**src/rtl/gpio_multi_if.sv**
```systemverilog
// Register-bus bundle for gpio_multi: 5-bit {port,reg} address, 8-bit data, one-cycle strobes.
interface gpio_multi_if;
  logic [4:0] addr;
  logic [7:0] wdata;
  logic       wr;
  logic       rd;
  logic [7:0] rdata;

  modport master (output addr, output wdata, output wr, output rd, input rdata);
  modport slave  (input addr, input wdata, input wr, input rd, output rdata);
endinterface

```
**src/rtl/gpio_multi.sv**
```systemverilog
// Multi-port GPIO: OUT/DIR/IN/IE/IF per port, synchronised inputs, sticky edge flags, level irq.
// Define GPIO_MULTI_FALLEDGE_EN to add the per-pin EDGE register (falling-edge select) at reg 5.
module gpio_multi #(
  parameter int NPORTS      = 3,
  parameter int WIDTH       = 8,
  parameter int SYNC_STAGES = 2
) (
  input  logic                      clk,
  input  logic                      reset,
  gpio_multi_if.slave               bus,
  input  logic [NPORTS*WIDTH-1:0]   pin_in,
  output logic [NPORTS*WIDTH-1:0]   pin_out,
  output logic [NPORTS*WIDTH-1:0]   pin_oe,
  output logic                      irq
);

  logic [1:0]       port_idx;
  logic [2:0]       reg_idx;
  logic [WIDTH-1:0] wbits;
  logic [7:0]       port_rd [4];
  logic [3:0]       port_irq;
  logic             unused_wdata;

  assign port_idx     = bus.addr[4:3];
  assign reg_idx      = bus.addr[2:0];
  assign wbits        = bus.wdata[WIDTH-1:0];
  assign unused_wdata = ^bus.wdata;

  // Address space always has four port slots; slots beyond NPORTS read 0 and ignore writes.
  genvar gi;
  generate
    for (gi = 0; gi < 4; gi++) begin : g_port
      if (gi < NPORTS) begin : g_on
        logic [WIDTH-1:0] out_reg, dir_reg, ie_reg, if_reg, hist_reg;
        logic [WIDTH-1:0] in_val, edge_det, if_next, clr_mask;
        logic [SYNC_STAGES-1:0][WIDTH-1:0] sync_reg;
        logic [7:0] rd_val;
        logic       sel;

        assign sel    = bus.wr && (port_idx == 2'(gi));
        assign in_val = sync_reg[SYNC_STAGES-1];

`ifdef GPIO_MULTI_FALLEDGE_EN
        logic [WIDTH-1:0] edge_reg;

        always_ff @(posedge clk or posedge reset) begin
          if (reset) begin
            edge_reg <= '0;
          end else if (sel && reg_idx == 3'd5) begin
            edge_reg <= wbits;
          end
        end

        assign edge_det = (in_val & ~hist_reg & ~edge_reg) | (~in_val & hist_reg & edge_reg);
`else
        assign edge_det = in_val & ~hist_reg;
`endif

        // A fresh edge overrides a same-cycle write-1-to-clear.
        assign clr_mask = (sel && reg_idx == 3'd4) ? wbits : '0;
        assign if_next  = (if_reg & ~clr_mask) | edge_det;

        always_ff @(posedge clk or posedge reset) begin
          if (reset) begin
            out_reg  <= '0;
            dir_reg  <= '0;
            ie_reg   <= '0;
            if_reg   <= '0;
            hist_reg <= '0;
            sync_reg <= '0;
          end else begin
            sync_reg <= {sync_reg[SYNC_STAGES-2:0], pin_in[gi*WIDTH +: WIDTH]};
            hist_reg <= in_val;
            if_reg   <= if_next;
            if (sel) begin
              case (reg_idx)
                3'd0:    out_reg <= wbits;
                3'd1:    dir_reg <= wbits;
                3'd3:    ie_reg  <= wbits;
                default: ;
              endcase
            end
          end
        end

        always_comb begin
          rd_val = '0;
          case (reg_idx)
            3'd0:    rd_val = 8'(out_reg);
            3'd1:    rd_val = 8'(dir_reg);
            3'd2:    rd_val = 8'(in_val);
            3'd3:    rd_val = 8'(ie_reg);
            3'd4:    rd_val = 8'(if_reg);
`ifdef GPIO_MULTI_FALLEDGE_EN
            3'd5:    rd_val = 8'(edge_reg);
`endif
            default: rd_val = '0;
          endcase
        end

        assign port_rd[gi]                 = rd_val;
        assign port_irq[gi]                = |(if_reg & ie_reg);
        assign pin_out[gi*WIDTH +: WIDTH]  = out_reg;
        assign pin_oe[gi*WIDTH +: WIDTH]   = dir_reg;
      end else begin : g_off
        assign port_rd[gi]  = '0;
        assign port_irq[gi] = 1'b0;
      end
    end
  endgenerate

  // Registers update on the same edge, so a simultaneous write is not yet visible here.
  always_ff @(posedge clk or posedge reset) begin
    if (reset) begin
      bus.rdata <= '0;
    end else if (bus.rd) begin
      bus.rdata <= port_rd[port_idx];
    end
  end

  assign irq = |port_irq;

endmodule

```
**src/flat_wrapper.sv**
```systemverilog
// flat-port wrapper written by rule: the top's interface ports become plain ports
module gpio_multi_flat 
#(
  parameter int NPORTS      = 3,
  parameter int WIDTH       = 8,
  parameter int SYNC_STAGES = 2
)
  (clk, reset, pin_in, pin_out, pin_oe, irq, bus_addr, bus_wdata, bus_wr, bus_rd, bus_rdata);
  gpio_multi_if bus_i ();
  input  logic clk;
  input  logic reset;
  input  logic [NPORTS*WIDTH-1:0] pin_in;
  output logic [NPORTS*WIDTH-1:0] pin_out;
  output logic [NPORTS*WIDTH-1:0] pin_oe;
  output logic irq;
  input wire logic [$bits(bus_i.addr)-1:0] bus_addr;
  input wire logic [$bits(bus_i.wdata)-1:0] bus_wdata;
  input wire logic [$bits(bus_i.wr)-1:0] bus_wr;
  input wire logic [$bits(bus_i.rd)-1:0] bus_rd;
  output wire logic [$bits(bus_i.rdata)-1:0] bus_rdata;
  assign bus_i.addr = bus_addr;
  assign bus_i.wdata = bus_wdata;
  assign bus_i.wr = bus_wr;
  assign bus_i.rd = bus_rd;
  assign bus_rdata = bus_i.rdata;
  gpio_multi #(.NPORTS(NPORTS), .WIDTH(WIDTH), .SYNC_STAGES(SYNC_STAGES)) u_core (.clk(clk), .reset(reset), .bus(bus_i), .pin_in(pin_in), .pin_out(pin_out), .pin_oe(pin_oe), .irq(irq));
endmodule
```
**config.mk**
```make
export PLATFORM = sky130hd
export DESIGN_NAME = gpio_multi_flat
export DESIGN_NICKNAME = d
export VERILOG_FILES = /design/src/rtl/gpio_multi_if.sv /design/src/rtl/gpio_multi.sv /design/src/flat_wrapper.sv
export SDC_FILE = /design/constraint.sdc
export NUM_CORES = 1
export LEC_CHECK = 0
export ABC_CLOCK_PERIOD_IN_PS = 5300
export CAP_MARGIN = 20
export CORE_MARGIN = 2
export CORE_UTILIZATION = 45
export DETAILED_ROUTE_END_ITERATION = 8
export PLACE_DENSITY = 0.76
export SYNTH_ARGS = -nofsm -noshare
export SYNTH_HDL_FRONTEND = slang
export SYNTH_SLANG_ARGS = --single-unit
```
**constraint.sdc**
```tcl
create_clock -name clk -period 5.3 [get_ports clk]
set_input_delay 0.53 -clock clk [delete_from_list [all_inputs] [get_ports clk]]
set_output_delay 0.53 -clock clk [all_outputs]
set_load 0.03 [all_outputs]
```
==> After elaboration in Yosys (flattened, before gate mapping) <==
Cells that the tools add are included.
{ "word_totals": {"reg_bits": 176, "latch_bits": 0, "ramBits": 0, "romBits": 0, "inputBits": 41, "output_inout_bits": 57, "elab_cells": 75, "n_memories": 0} }
{ "op_classes": {"add_sub_neg": 0, "multipliers": 0, "div": 0, "order_cmp": 1, "eq_ne": 6, "shifts": 0, "mux": 9, "n_bitwise": 19, "reduce_logical": 18} }
{ "op_table": {"columns": ["op", "n"], "rows": [
  ["$pmux 8 s5", 3],
  ["$and 8x8->8", 9],
  ["$not 8->8", 6],
  ["$mux 8", 5],
  ["$or 8x8->8", 3],
  ["$reduce_or 24->1", 1],
  ["$reduce_and 2->1", 9],
  ["$bmux 8 s2", 1],
  ["$eq 3x2->1 const B", 2],
  ["$logic_and 1x1->1", 6],
  ["$eq 3x1->1 const B", 1],
  ["$eq 3x3->1 const B", 1],
  ["$ge 3x3->1 const B", 1],
  ["$logic_not 3->1", 1],
  ["$not 2->3", 1],
  ["$eq 2x1->1 const B", 1],
  ["$eq 2x2->1 const B", 1],
  ["$logic_not 2->1", 1]
]} }

==> Logic depth before layout (Yosys ltp) <==
Gate-level depths: netlist of the first run.
{ "depth": {"word_depth": 7, "depth_mapped": 8, "mapped_depth_nobuf": 5} }

==> Worst setup path before layout of the first run <==
OpenSTA, ideal clock, no wires.
{ "synth_timing": {"path_type": "input -> register", "start": "input bus_addr[0]", "end": "register u_core.bus.rdata[7]", "setup_ns": 0.126, "t_arrival_ns": 1.698, "path_slack_ns": 3.476, "stages": 6, "path_buffers": 1, "path_cell_list": "buf_6 > mux4_2 > nor2b_4 > a31oi_4 > a221oi_2 > a221o_1"} }
{ "synth_via": {"elab_chain_cells": 5} }
{ "synth_rtl": {"columns": ["item", "line_no", "source"], "rows": [
  ["from (decl)", "flat_wrapper.sv:16", "input wire logic [$bits(bus_i.addr)-1:0] bus_addr;"],
  ["$eq 3x3->1 (tied with other cells)", "gpio_multi.sv:88", "case (reg_idx)"],
  ["$pmux 8 s5", "gpio_multi.sv:88", null],
  ["$bmux 8 s2 (*)", "gpio_multi.sv:117", "bus.rdata <= port_rd[port_idx];"],
  ["$mux 8 (implied by the code) (*) (2 in series)", "gpio_multi.sv:117", null],
  ["to (signal assigned)", "gpio_multi.sv:117", null],
  ["to (decl)", "gpio_multi_if.sv:10", "modport slave (input addr, input wdata, input wr, input rd, output rdata);"]
]} }
Mark *: on every way between the ends. The rest lies on a longest branch, timed or not. The select of a mux whose other input is x is not followed.
A chain may end at the register's enable or synchronous reset.

==> Worst setup path after layout of the first run <==
{ "layout_timing": {"start": "register u_core.g_port[0].g_on.if_reg[5]", "end": "output irq"} }
{ "layout_via": {"elab_chain_cells": 2} }
{ "layout_rtl": {"columns": ["item", "line_no", "source"], "rows": [
  ["from (decl)", "gpio_multi.sv:34", "logic [WIDTH-1:0] out_reg, dir_reg, ie_reg, if_reg, hist_reg;"],
  ["from (signal assigned)", "gpio_multi.sv:74", "if_reg <= if_next;"],
  ["$and 8x8->8", "gpio_multi.sv:102", "assign port_irq[gi] = |(if_reg & ie_reg);"],
  ["$reduce_or 24->1", "gpio_multi.sv:121", "assign irq = |port_irq;"],
  ["to (decl)", "flat_wrapper.sv:15", "output logic irq;"]
]} }
No other way between the ends.

==> results.md, run 1 <==
* Outcome: completed
* Hold path startpoint: u_core.g_port[2].g_on.sync_reg[6]
* DR WL/cell at 21.1 um
* CTS Buf Count at 17
* Final Util at 56.3%
* Syn. warnings at 0
* Die ar. at 17000 um2
* Total detailed-routing wirelength at 18000 um
* Fin. max-slew vios at 0
* Hold Path Class: reg2reg
* Setup TNS at 0 ps
* CP Launch Type: register
* First-pass DRT Iterations at 6
* Crit-path most repeated cell: nand4_1
* Rel. slew slack at 36.6%
* Finished Layout Cells at 854
* Nets@finish at 666
* Pwr Total at 3.54 mW
* Clock Tree Buf Depth at 2
* Most common flop cell mapped by yosys: dfrtp_1
* DP Cell Count at 822
* Combinational power share at 19.1%
* CTS tree: built
* Critical path required time at 4770 ps
* Hold Path Cell Cnt at 0
* Synth cell types at 49
* Asr flop ratio synth at 100%
* Reg2Reg Launch Point: u_core.g_port[1].g_on.ie_reg[7]
* Critical path arrival at 2280 ps
* Final HPWL DP at 11800 um
* Placement Setup Slack at 2320 ps
* Worst r2r path cells at 5
* Via count at 4928
* Io pins at 98
* Endpoints failing setup at 0
* Area Growth Syn to Fin at 23.4%
* Seq/Total Area, Yosys at 61.2%
* Fin crit period at 2810 ps
* DRT antenna net count at 0
* Antenna Cells at 0
* Leakage power at 3.90 nW
* Post-synth EDFFs at 0
* Int Power at 2.52 mW
* Initial DRC count at 512
* Final period util at 53.0%
* Pwr per Cell Area at 399 nW/um2
* Cells after synthesis at 536
* Worst Max-Slew Pin Slew at 947 ps
* Crit-path slowest cell: clkdlybuf4s50_1
* Sequential power share at 45.6%
* Layout Skew at 9.42 ps
* Final Hold Viols at 0
* Peak supply drop at 277 uV
* Hold buffer count at cts at 0
* Reg2reg setup slack at 3590 ps
* Synth Area per Inst at 13.4 um2
* CP Cell Sequence: a22oi_1, nand4_1, nor2_1, nand4_1, clkdlybuf4s50_1
* Pin count of the biggest net entering global routing at 177
* Worst-path clk slew at 70 ps
* Root Buffer: clkbuf_16
* Post-CTS Resized at 0
* Initial antenna violation count at 0
* Worst setup path class: reg2out
* Worst Path Max Fanout at 3
* Seq cells post-synth at 176
* Mapped Nets at 577
* Net switching power at 1.02 mW
* Switching share of total power at 28.9%
* Synthesized area at 7190 um2
* Grt ovf at 0
* Clock power frac at 35.3%
* F_max at 0.356 GHz
* Core Area at 15800 um2
* Worst R2R End: u_core.bus.rdata[7]
* Via density at 5.77
* First-pass GRT wire length at 28000 um
* Commonest non-fill, non-tap cells in the layout: 176 x dfrtp_1, 94 x clkdlybuf4s50_1, 78 x mux2_2
* Vias in the first global route at 4957
* Fillers at 1280
* Postcts setup bufs at 0
* Rows at 46
* Starting density of the core at 45.6%
* Unrepaired setup endpoints after global routing: no
* Most common cell after layout, fill and taps aside: dfrtp_1
* Max stage delay on crit path at 650 ps
* Die H at 130 um
* Share of cells above drive strength 1 at 21.6%
* Drt drc at 0
* Port buffer count at 97
* Total Routing Usage GR at 22.4%
* Die extent in x at 130 um
* Total clock sinks at 176
* Max H-tree Level at 4
* GPL Wtd Cong at 0.879
* Worst-Skew Late Latency at 440 ps
* Setup WS post-layout at 2490 ps
* Worst Hold Path EP: u_core.g_port[2].g_on.in_val[6]
* Max-cap violations at 0
* Crit. End Element: output pin
Yosys cell counts (all sizes together), types with 4 or more instances:
cell | number | area [um2]
a22oi | 15 | 113
o22ai | 5 | 31.3
a22o | 17 | 149
clkbuf | 13 | 50.0
nand4 | 4 | 31.3
a221oi | 4 | 41.3
dfrtp | 176 | 4400
nor2 | 15 | 61.3
inv | 27 | 101
nand2 | 42 | 158
mux2i | 25 | 250
a311oi | 4 | 35.0
mux2 | 79 | 890
nand2b | 5 | 31.3
o21ai | 24 | 120
a31oi | 13 | 96.3
nor2b | 6 | 47.5
a32oi | 5 | 43.8
nand3 | 5 | 25.0
buf | 19 | 139
mux4 | 6 | 135
per-stage QoR:
| step | hold WS [ps] | instance area, um2 |
|---|---|---|
| 4_1_cts | 344 | 8880 |
| 3_5_place_dp | 336 | 8290 |
| 5_1_grt | 347 | 8880 |
| 3_3_place_gp | 332 | 8290 |
| 2_1_floorplan | 331 | 7200 |
| 6_report | 342 | 8880 |
worst max-delay path, delay by kind of cell (launching register included):
kind	cells	cell delay (ps)
buffers and inverters	1	650
AND/OR/NAND/NOR	3	490
flip-flops	1	420
AO/OA/AOI/OAI	1	280
cell families after synthesis:
group,count (synthesis),synth area share [%]
muxes,110,17.7
and+or+nand+nor,90,6.52
DFF,176,61.2
AOI/OAI and AO/OA,101,10.5
buffers and inverters,59,4.03
cell type report:
class | instances | area, um2 | area share [%]
clock inverter | 14 | 154 | 1.73
sequential | 176 | 4400 | 49.6
clock buffer | 18 | 439 | 4.95
tap | 216 | 270 | 3.04
multi-input combinational | 301 | 2500 | 28.2
inverter | 27 | 105 | 1.18
timing repair buffer | 102 | 1010 | 11.3
worst max path at each step:
stage | cells after the start | endpoint | from
floorplan | 1 | u_core.bus.rdata[0] | reset
global placement | 4 | u_core.g_port[0].g_on.ie_reg[1] | bus_addr[3]
global route | 4 | irq | u_core.g_port[0].g_on.if_reg[1]
finish | 5 | irq | u_core.g_port[0].g_on.if_reg[5]
detailed placement | 5 | u_core.g_port[1].g_on.ie_reg[3] | bus_addr[3]
CTS | 5 | irq | u_core.g_port[0].g_on.if_reg[5]
metal layers:
| layer | global-route usage (%) | vias to the layer above | routed length (um) |
|---|---|---|---|
| met3 | 5.25 | 43 | 1530 |
| met1 | 30.7 | 2506 | 7590 |
| met5 | 0 | - | 0 |
| met4 | 11.0 | 0 | 567 |
| met2 | 33.9 | 260 | 8330 |
| li1 | - | 2119 | - |
power by group through the flow:
stage	sequential [mW]	clock [mW]	combinational (mW)
floorplan	1.75	0	0.269
global placement	1.63	0	0.659
detailed placement	1.63	0	0.673
CTS	1.61	1.27	0.678
global route	1.63	1.33	0.717
finish	1.61	1.25	0.675
Note: power is estimated with default switching activity, not from simulation.
==> inputs of run 2 (changes only) <==
- ABC_CLOCK_PERIOD_IN_PS: 5300 -> 2900
- PLACE_DENSITY: 0.76 -> 0.74
- clock period: 5.3 -> 2.9 ns (I/O delays scaled with it)
==> results.md, run 2 (synthesis gave the netlist of run 1 again) <==
* Outcome: completed
* Core Area at 15800 um2 (unchanged)
* Pwr Total at 6.63 mW (+87%)
* Root Buffer: clkbuf_16
* Final HPWL DP at 12400 um (+5.2%)
* Peak supply drop at 475 uV (+72%)
* Combinational power share at 18.8% (-0.3 points)
* Finished Layout Cells at 862 (+0.94%)
* Post-CTS Resized at 0 (unchanged)
* Max-cap violations at 0 (unchanged)
* Most common cell after layout, fill and taps aside: dfrtp_1
* Critical path required time at 2610 ps (-2160 ps)
* Worst-path clk slew at 70 ps (about the same)
* Total detailed-routing wirelength at 18600 um (+3.1%)
* Worst-Skew Late Latency at 440 ps (about the same)
* Antenna Cells at 0 (unchanged)
* Vias in the first global route at 5089 (+2.7%)
* Rel. slew slack at 42.9% (+6.3 points)
* DRT antenna net count at 0 (unchanged)
* Top sig layer: met4
* Int Power at 4.77 mW (+89%)
* Net switching power at 1.86 mW (+82%)
* Unrepaired setup endpoints after global routing: no
* Final period util at 88.1%
* Worst r2r path cells at 5 (unchanged)
* Die H at 130 um (unchanged)
* Endpoints failing setup at 0 (unchanged)
* Switching share of total power at 28.1% (-0.78 points)
* Worst R2R End: u_core.bus.rdata[7]
* Hold Path Class: in2reg
* CP Launch Type: register
* Commonest non-fill, non-tap cells in the layout: 176 x dfrtp_1, 94 x clkdlybuf4s50_1, 78 x mux2_2
* Total clock sinks at 176 (unchanged)
* Setup TNS at 0 ps (unchanged)
* Worst setup path class: reg2out
* Drt drc at 0 (unchanged)
* Share of cells above drive strength 1 at 22.4% (+0.82 points)
* Reg2reg setup slack at 1210 ps (-2380 ps)
* GPL Wtd Cong at 0.866 (-1.5%)
* Clock Tree Buf Depth at 2 (unchanged)
* Die ar. at 17000 um2 (unchanged)
* F_max at 0.391 GHz
* Io pins at 98 (unchanged)
* Pwr per Cell Area at 737 nW/um2 (+85%)
* Final Hold Viols at 0 (unchanged)
* Routed wl met2 at 8760 um (+5.2%)
* First-pass DRT Iterations at 5 (-1)
* Postcts setup bufs at 0 (unchanged)
* Die extent in x at 130 um (unchanged)
* CTS tree: built
* Fin. max-slew vios at 0 (unchanged)
* Initial DRC count at 606 (+18%)
* Worst Path Max Fanout at 3 (unchanged)
* Via density at 5.79 (+0.34%)
* Placed cell areas at 8360 um2 (+0.88%)
* Starting density of the core at 45.6% (unchanged)
* Total Routing Usage GR at 23.0% (+0.58 points)
* Nets@finish at 674 (+1.2%)
* Sequential power share at 44.5% (-1.1 points)
* Hold path startpoint: pin_in[20]
* Initial antenna violation count at 0 (unchanged)
* Via count at 4991 (+1.3%)
* Hold_ws at 284 ps (-58.0 ps)
* Fillers at 1270 (-0.78%)
* Post-Route M1 WL at 7830 um (+3.1%)
* DR WL/cell at 21.5 um (+2.1%)
* Reg2Reg Launch Point: u_core.g_port[1].g_on.ie_reg[7]
* CTS Buf Count at 17 (unchanged)
* Clock power frac at 36.7% (+1.4 points)
* Layout Skew at 14.2 ps (+4.75 ps)
* Crit. End Element: output pin
* Grt ovf at 0 (unchanged)
* Max H-tree Level at 4 (unchanged)
* Port buffer count at 97 (unchanged)
* Worst Hold Path EP: u_core.g_port[2].g_on.sync_reg[4]
* Area Growth Syn to Fin at 25.0%
* Met3 routed WL at 1420 um (-6.9%)
* Fin crit period at 2550 ps
* Worst Max-Slew Pin Slew at 856 ps (-91.0 ps)
* Non-Filler Cell Area, Final at 8990 um2 (+1.3%)
* DP Cell Count at 830 (+0.97%)
* Pin count of the biggest net entering global routing at 112 (-37%)
* Critical path arrival at 2260 ps (-20 ps)
* First-pass GRT wire length at 28700 um (+2.5%)
* Leakage power at 3.97 nW (+1.7%)
* Hold buffer count at cts at 0 (unchanged)
* Hold Path Cell Cnt at 1 (+1)
* Rows at 46 (unchanged)
run 2: cell types whose count changed in the layout (fill, tap and decap cells not counted), sizes merged:
cell      before  now
buf            8   16
bufinv         2    4
clkinv         5    4
clkinvlp       4    3
run 2: power groups by stage:
stage | clock network, mW | registers [mW] | logic, mW
2_1_floorplan | 0 | 3.19 | 0.491
3_3_place_gp | 0 | 2.97 | 1.22
3_5_place_dp | 0 | 2.98 | 1.24
4_1_cts | 2.47 | 2.94 | 1.25
5_1_grt | 2.57 | 2.98 | 1.32
6_report | 2.43 | 2.95 | 1.25
run 2: layout make-up:
cell class | instances | area [um2] | area share [%]
Sequential cell | 176 | 4400 | 49.0
Multi-Input combinational cell | 301 | 2500 | 27.8
Timing Repair Buffer | 110 | 1080 | 12.0
Clock buffer | 18 | 429 | 4.77
Tap cell | 216 | 270 | 3.01
Clock inverter | 14 | 203 | 2.25
Inverter | 27 | 105 | 1.17
run 2: worst max-delay path by stage:
stage / startpoint / endpoint / slack (ps) / cells after the start
final: u_core.g_port[2].g_on.if_reg[6] / irq / 350 / 5
after floorplan: reset / u_core.bus.rdata[0] / 360 / 1
after CTS: u_core.g_port[2].g_on.if_reg[6] / irq / 380 / 5
after detailed placement: bus_addr[3] / u_core.g_port[1].g_on.ie_reg[4] / 540 / 5
after global routing: u_core.g_port[2].g_on.if_reg[6] / irq / 260 / 5
after global placement: bus_addr[3] / u_core.g_port[2].g_on.if_reg[4] / 640 / 6
run 2: per-layer routing:
metal	global-route usage (%)	up-vias
li1	-	2142
met4	10.2	0
met5	0	-
met1	31.2	2542
met2	36.0	266
met3	4.93	41
run 2: through the flow:
step	worst slack (ps)	utilization, %
finish	345	57.0
global placement	639	53.0
global route	264	57.0
floorplan	357	-
CTS	380	57.0
detailed placement	535	53.0
run 2: critical path, stage by stage, from the launching register on:
cell and delay [ps]:
dfrtp_1 410, a22oi_1 270, nand4_1 170, nor2_1 130, nand4_1 200, clkdlybuf4s50_1 650
